File: config.mk
export PLATFORM = sky130hd
export DESIGN_NAME = stage_sequencer
export DESIGN_NICKNAME = d
export VERILOG_FILES = /design/src/rtl/stage_sequencer.sv
export SDC_FILE = /design/constraint.sdc
export NUM_CORES = 1
export LEC_CHECK = 0
export ABC_AREA = 1
export CAP_MARGIN = 0
export CORE_MARGIN = 2
export CORE_UTILIZATION = 50
export CTS_CLUSTER_DIAMETER = 30
export DETAILED_ROUTE_END_ITERATION = 8
export PLACE_DENSITY = 0.79
export SYNTH_ARGS = -nofsm -noshare
export SYNTH_HDL_FRONTEND = slang
export SYNTH_SLANG_ARGS = --single-unit
File: constraint.sdc
create_clock -name Clock -period 1.92 [get_ports Clock]
set_clock_uncertainty 0.2 [all_clocks]
set_input_delay 0.192 -clock Clock [delete_from_list [all_inputs] [get_ports Clock]]
set_output_delay 0.192 -clock Clock [all_outputs]
set_load 0.005 [all_outputs]
File: src/rtl/stage_sequencer.sv
// Multicycle stage sequencer: locks onto the 1..5 stage count, decodes the
// latched opcode and issues registered per-stage datapath strobes.
module stage_sequencer #(
  parameter int OPCODE_W = 4,
  parameter int ICOUNT_W = 16
) (
  input  logic                Clock,
  input  logic                Reset,
  input  logic [2:0]          ClockCount,
  input  logic [OPCODE_W-1:0] Opcode,
  output logic [4:0]          StageEn,
  output logic                PCWrite,
  output logic                IRWrite,
  output logic                MemRead,
  output logic                MemWrite,
  output logic                RFWrite,
  output logic                ALUSrc,
  output logic                Branch,
  output logic                IllegalOp,
  output logic                SeqError,
  output logic                Synced,
  output logic [ICOUNT_W-1:0] InstrCount
);

  typedef enum logic {UNSYNC, LOCKED} state_t;

  typedef struct packed {
    logic mem_read;
    logic mem_write;
    logic reg_write;
    logic alu_src;
    logic branch;
    logic illegal;
  } ctrl_t;

  function automatic ctrl_t decode(input logic [OPCODE_W-1:0] op);
    ctrl_t c;
    c = '0;
    if (op == OPCODE_W'(1) || op == OPCODE_W'(2)) begin
      c.reg_write = 1'b1;
    end else if (op == OPCODE_W'(3)) begin
      c.mem_read  = 1'b1;
      c.reg_write = 1'b1;
      c.alu_src   = 1'b1;
    end else if (op == OPCODE_W'(4)) begin
      c.mem_write = 1'b1;
      c.alu_src   = 1'b1;
    end else if (op == OPCODE_W'(5)) begin
      c.branch = 1'b1;
    end else if (op != OPCODE_W'(0)) begin
      c.illegal = 1'b1;  // undefined opcodes otherwise behave as NOP
    end
    return c;
  endfunction

  state_t              state, state_nx;
  logic [2:0]          prev, prev_nx, expected;
  logic [OPCODE_W-1:0] op_q, op_nx;
  logic                take;
  ctrl_t               ctl;

  logic [4:0]          stage_nx;
  logic                pc_nx, ir_nx, mr_nx, mw_nx, rf_nx, alu_nx, br_nx, ill_nx;
  logic                err_nx;
  logic [ICOUNT_W-1:0] cnt_nx;

  assign expected = (prev == 3'd5) ? 3'd1 : prev + 3'd1;
  assign take     = (state == UNSYNC) ? (ClockCount == 3'd1) : (ClockCount == expected);
  assign ctl      = decode(op_q);
  assign Synced   = (state == LOCKED);

  always_comb begin
    state_nx = state;
    prev_nx  = ClockCount;
    op_nx    = op_q;
    stage_nx = '0;
    pc_nx    = 1'b0;
    ir_nx    = 1'b0;
    mr_nx    = 1'b0;
    mw_nx    = 1'b0;
    rf_nx    = 1'b0;
    alu_nx   = 1'b0;
    br_nx    = 1'b0;
    ill_nx   = 1'b0;
    err_nx   = SeqError;
    cnt_nx   = InstrCount;
    if (take) begin
      state_nx = LOCKED;
      stage_nx = 5'(1) << (ClockCount - 3'd1);
      if (ClockCount == 3'd1) begin
        pc_nx = 1'b1;
        ir_nx = 1'b1;
        op_nx = Opcode;
      end else begin
        // control levels hold from stage 2 through stage 5
        alu_nx = ctl.alu_src;
        br_nx  = ctl.branch;
      end
      if (ClockCount == 3'd2) ill_nx = ctl.illegal;
      if (ClockCount == 3'd4) begin
        mr_nx = ctl.mem_read;
        mw_nx = ctl.mem_write;
      end
      if (ClockCount == 3'd5) begin
        rf_nx  = ctl.reg_write;
        cnt_nx = InstrCount + ICOUNT_W'(1);
      end
    end else if (state == LOCKED) begin
      // lost lock: abandon the in-flight instruction
      state_nx = UNSYNC;
      err_nx   = 1'b1;
    end
  end

  always_ff @(posedge Clock) begin
    if (Reset) begin
      state      <= UNSYNC;
      prev       <= '0;
      op_q       <= '0;
      StageEn    <= '0;
      PCWrite    <= 1'b0;
      IRWrite    <= 1'b0;
      MemRead    <= 1'b0;
      MemWrite   <= 1'b0;
      RFWrite    <= 1'b0;
      ALUSrc     <= 1'b0;
      Branch     <= 1'b0;
      IllegalOp  <= 1'b0;
      SeqError   <= 1'b0;
      InstrCount <= '0;
    end else begin
      state      <= state_nx;
      prev       <= prev_nx;
      op_q       <= op_nx;
      StageEn    <= stage_nx;
      PCWrite    <= pc_nx;
      IRWrite    <= ir_nx;
      MemRead    <= mr_nx;
      MemWrite   <= mw_nx;
      RFWrite    <= rf_nx;
      ALUSrc     <= alu_nx;
      Branch     <= br_nx;
      IllegalOp  <= ill_nx;
      SeqError   <= err_nx;
      InstrCount <= cnt_nx;
    end
  end

endmodule

* Word-level counts from Yosys, hierarchy flattened *
Index checks and enable logic that the tools add are counted.

storage, ports and cells
  input port bits = 9
  logic and storage cells = 54
  register bits after elaboration = 37
  output and inout bits = 31

operators by class
  add/sub/neg operators = 3
  shift operators = 1
  equal/unequal tests = 11
  bitwise logic cells = 4
  reductions and logical operators = 12
  mux-type cells = 10

operators with widths
  kind                     count
  $add A16 B1 Y16 const B  1
  $eq A3 B3 Y1 const B     3
  $mux W1                  9
  $eq A4 B2 Y1 const B     2
  $eq A4 B3 Y1 const B     2
  $reduce_or A4 Y1         2
  $reduce_or A7 Y1         1
  $reduce_and A2 Y1        3
  $reduce_or A6 Y1         1
  $reduce_or A5 Y1         1
  $shl A1 B3 Y5 const A    1
  $eq A4 B1 Y1 const B     1
  $not A1 Y1               4
  $reduce_bool A4 Y1       1
  $add A3 B1 Y3 const B    1
  $eq A3 B1 Y1 const B     1
  $eq A3 B2 Y1 const B     1
  $eq A3 B3 Y1             1
  $mux W3                  1
  $reduce_or A3 Y1         1
  $sub A3 B1 Y3 const B    1
  $reduce_or A2 Y1         1
  $logic_or A1 B1 Y1       1

* Logic depth before layout (Yosys ltp) *
  depth after elaboration = 6
  gate-level depth with buffers = 11
  depth with buffers taken out = 10

* Worst setup path after synthesis *
No wires, ideal clock.

  path kind = input-to-reg
  start = in ClockCount[1]
  end = reg InstrCount[14]
  stages on the path = 9
  arrival time = 1.319 ns
  setup slack = 0.269 ns
  buffers on the path = 2
  setup time = 0.132 ns
  required time = 1.588 ns
  cells stage by stage = inv_1 -> ha_1 -> nand2_1 -> inv_2 -> or2_2 -> buf_2 -> buf_6 -> nand4_1 -> a21oi_1

on the way
  longest elaborated chain between the ends = 3
  elaborated cells on any way between the ends = 5
  those cells by class = eq/ne (3); mux (1); reduce/logical (1)

ends and longest elaborated chain
  what                                                 RTL line  text
  start: declaration                                   9         input logic [2:0] ClockCount,
  $eq A3 B1 Y1 / $eq A3 B3 Y1 (equally long branches)  68        assign take = (state == UNSYNC) ? (ClockCount == 3'd1) : (ClockCount == expected);
  $mux W1                                              68
  $reduce_and A2 Y1 (no source line) (*)               -
  end signal: assignment                               145       InstrCount <= cnt_nx;
  end: declaration                                     22        output logic [ICOUNT_W-1:0] InstrCount

Every way passes the cells marked *; elsewhere a longest branch is shown, timed or not.
A chain may end at the register's enable or synchronous reset.

* Final worst setup path *
  start = reg InstrCount[0]
  end = reg InstrCount[8]

on the way
  longest elaborated chain between the ends = 1

ends and longest elaborated chain
  what             RTL line  text
  $add A16 B1 Y16  106       cnt_nx = InstrCount + ICOUNT_W'(1);

No other way between the ends.

==> flow_metrics.tcl <==
set metrics [dict create \
    status "complete, no violations" \
    clock_path_buffers 2 \
    io_pins 40 \
    p_leak_nw 0.997 \
    synth_edf_count 0 \
    synth_compound_area_share_pct 6.95 \
    wirelength_met1_mm 2.01 \
    start_kind "flop" \
    nNetsFinal 337 \
    wl_per_cell_um 11.7 \
    clock-sinks 37 \
    arrival_ps 1800 \
    holdBufCountCts 0 \
    numCtsBuffers 5 \
    post-cts-setup-buffers 0 \
    grt-ovfl-total 0 \
    setup_slack_ps 146 \
    netlist_area_um2 1890 \
    rsz0062_at_grt "true" \
    core_area_um2 3660 \
    dpl.hpwl_mm 3.30 \
    vias 1936 \
    track_usage_pct 22.2 \
    end_kind "flop" \
    tritoncts "done" \
    postRouteAntennaNets 0 \
    synth_largest_area_cell "dfxtp_1" \
    floorplan.rows 22 \
    yosysTopAreaCellShare_pct 39.2 \
    synth_fp_nets 278 \
    setup_viol 0 \
    timing.final.max_slew_violations 0 \
    instances_no_fill 371 \
    root_buffer "clkbuf_8" \
    ys_ff_latch 37 \
    h-tree-depth 2 \
    antenna_found_initial 0 \
    diodes 0 \
    worstSetupStartpoint "InstrCount[0]" \
    finalCoreUtilization_pct 69.9 \
    synth-main-ff-cell "dfxtp_1" \
    cts_resized 0 \
    drive_gt1_share_pct 11.8 \
    route.met2.wl_mm 2.08 \
    die_area_um2 4290 \
    pre_cts_ws_ps -119 \
    multi_input_area_um2 988 \
    hold_violations 0 \
    power-per-cell-area_nw_per_um2 575 \
    yosys_warnings 0 \
    slowest_stage "dfxtp_1" \
    critPathRequiredTime_ps 1940 \
    critical-path-max-stage-delay_ps 400 \
    insertion_delay_ps 290 \
    min_path_type "flop to flop" \
    critical_path_class "flop to flop" \
    ir_worst_vdd_v 0.000661 \
    met3_wirelength_um 183 \
    synth_xor_area_share_pct 3.71 \
    syn2layout_area_growth_pct 35.3 \
    ys_types 27 \
    synth_mux_area_share_pct 0 \
    yosys.area_share.simple_pct 37.7 \
    grt_max_degree 18 \
    worst_r2r_endpoint "InstrCount[8]" \
    crit-reg2reg-launch "InstrCount[0]" \
    finalPower_mw 1.47 \
    fin_crit_sh_pct 92.4 \
    placed_cell_area_um2 2470 \
    path_clk_slew_ps 70 \
    relSlewSlack_pct 66.7 \
    crit_chain "ha_1 > inv_1 > nor2_1 > nand2_1 > xnor2_1 > nand4_1 > a21oi_1" \
    synth_top_family_by_area "simple AND/OR/NAND/NOR gates" \
    ff2ff_setup_slack_ps 150 \
    crit_end "InstrCount[8]" \
    drtPass1Iterations 4 \
    whs_ps 252 \
    syn_inst 263 \
    fill_cells 304 \
    ff2ff_path_depth 7 \
    die_w_um 65.5 \
    hold_depth 2 \
    layout_common_cells "nand2_1, clkdlybuf4s50_1, dfxtp_1" \
    die_h_um 65.5 \
    postRouteWirelength_mm 4.35 \
    drv_cap 0 \
    synth.area.top_cells "dfxtp_1, nand2_1, nand4_1" \
    grt_pass1_vias 1720 \
    fin_area_um2 2560 \
    ys_async_sr_fraction_pct 0 \
    initial_core_util_pct 51.6 \
    mostFrequentLayoutCell "nand2_1" \
    fin_tns_setup_ps 0 \
    critPathMaxFanout 6 \
    grt_pass1_wl_mm 7.41 \
    synthAdderAreaFrac_pct 3.97 \
    io_buffers 39 \
    dr.max_layer_used "met4" \
    tightest_slew_ps 496 \
    register_area_um2 741 \
    drt-vias-per-instance 5.22 \
    maxClockFrequency_mhz 564 \
    period_needed_ps 1770 \
    drc 0 \
    synth.avg_cell_area_um2 7.19 \
    initialDrtViolationCount 162 \
    place_congestion 0.935 \
    yosysSeqAreaShare_pct 39.2 \
    dp.cells 363 \
]
## cell families after synthesis
kind of cell / Yosys count
AND/OR/NAND/NOR: 152
flip-flops: 37
buffers and inverters: 36
AO/OA/AOI/OAI: 24
XOR/XNOR: 8
adder cells (fa/ha/maj): 6
## Yosys cell counts, types with 3 or more instances
master,count
buf_2,3
xor2_1,5
nand2_1,67
nor2_1,23
clkbuf_1,3
nand3b_1,4
dfxtp_1,37
a21oi_1,21
nand4_1,23
nor3_1,8
xnor2_1,3
inv_1,23
nand3_1,16
nor4_1,4
ha_1,6
## worst max-delay path: cells and delay by family (launching register included)
kind,cells,cell delay (ps)
adder cells (fa/ha/maj),1,210
AND/OR/NAND/NOR,3,550
XOR/XNOR,1,160
AO/OA/AOI/OAI,1,120
flip-flops,1,400
buffers and inverters,1,60
## state kept, by name, summed over array words and instances (netlist names)
signal and cells:
ALUSrc 1, Branch 1, IRWrite 1, IllegalOp 1
InstrCount 16, MemRead 1, MemWrite 1, RFWrite 1
SeqError 1, StageEn 5, Synced 1, op_q 4
prev 3
## worst min path at each step
stage / from / end / slack, ps
floorplan: ClockCount[2] / IllegalOp / 70
global placement: SeqError / SeqError / 240
detailed placement: SeqError / SeqError / 250
CTS: SeqError / SeqError / 260
global route: SeqError / SeqError / 270
finish: SeqError / SeqError / 250
## layer usage
| metal | track usage (%) | vias to the layer above |
|---|---|---|
| met1 | 28.4 | 887 |
| met4 | 6.77 | 0 |
| met2 | 36.6 | 48 |
| met3 | 5.99 | 8 |
| li1 | - | 993 |
| met5 | 0 | - |
## where the power goes
group	switching (mW)	internal (mW)
Sequential	0.00938	0.778
Combinational	0.0899	0.0790
Clock	0.264	0.251
## area by class of cell
| class | instances | share of cell area [%] |
|---|---|---|
| Clock buffer | 6 | 2.84 |
| Timing Repair Buffer | 62 | 23.0 |
| Clock inverter | 2 | 0.391 |
| Inverter | 26 | 3.82 |
| Tap cell | 48 | 2.35 |
| Multi-Input combinational cell | 190 | 38.6 |
| Sequential cell | 37 | 29.0 |
Power figures use the tool's default switching activity.
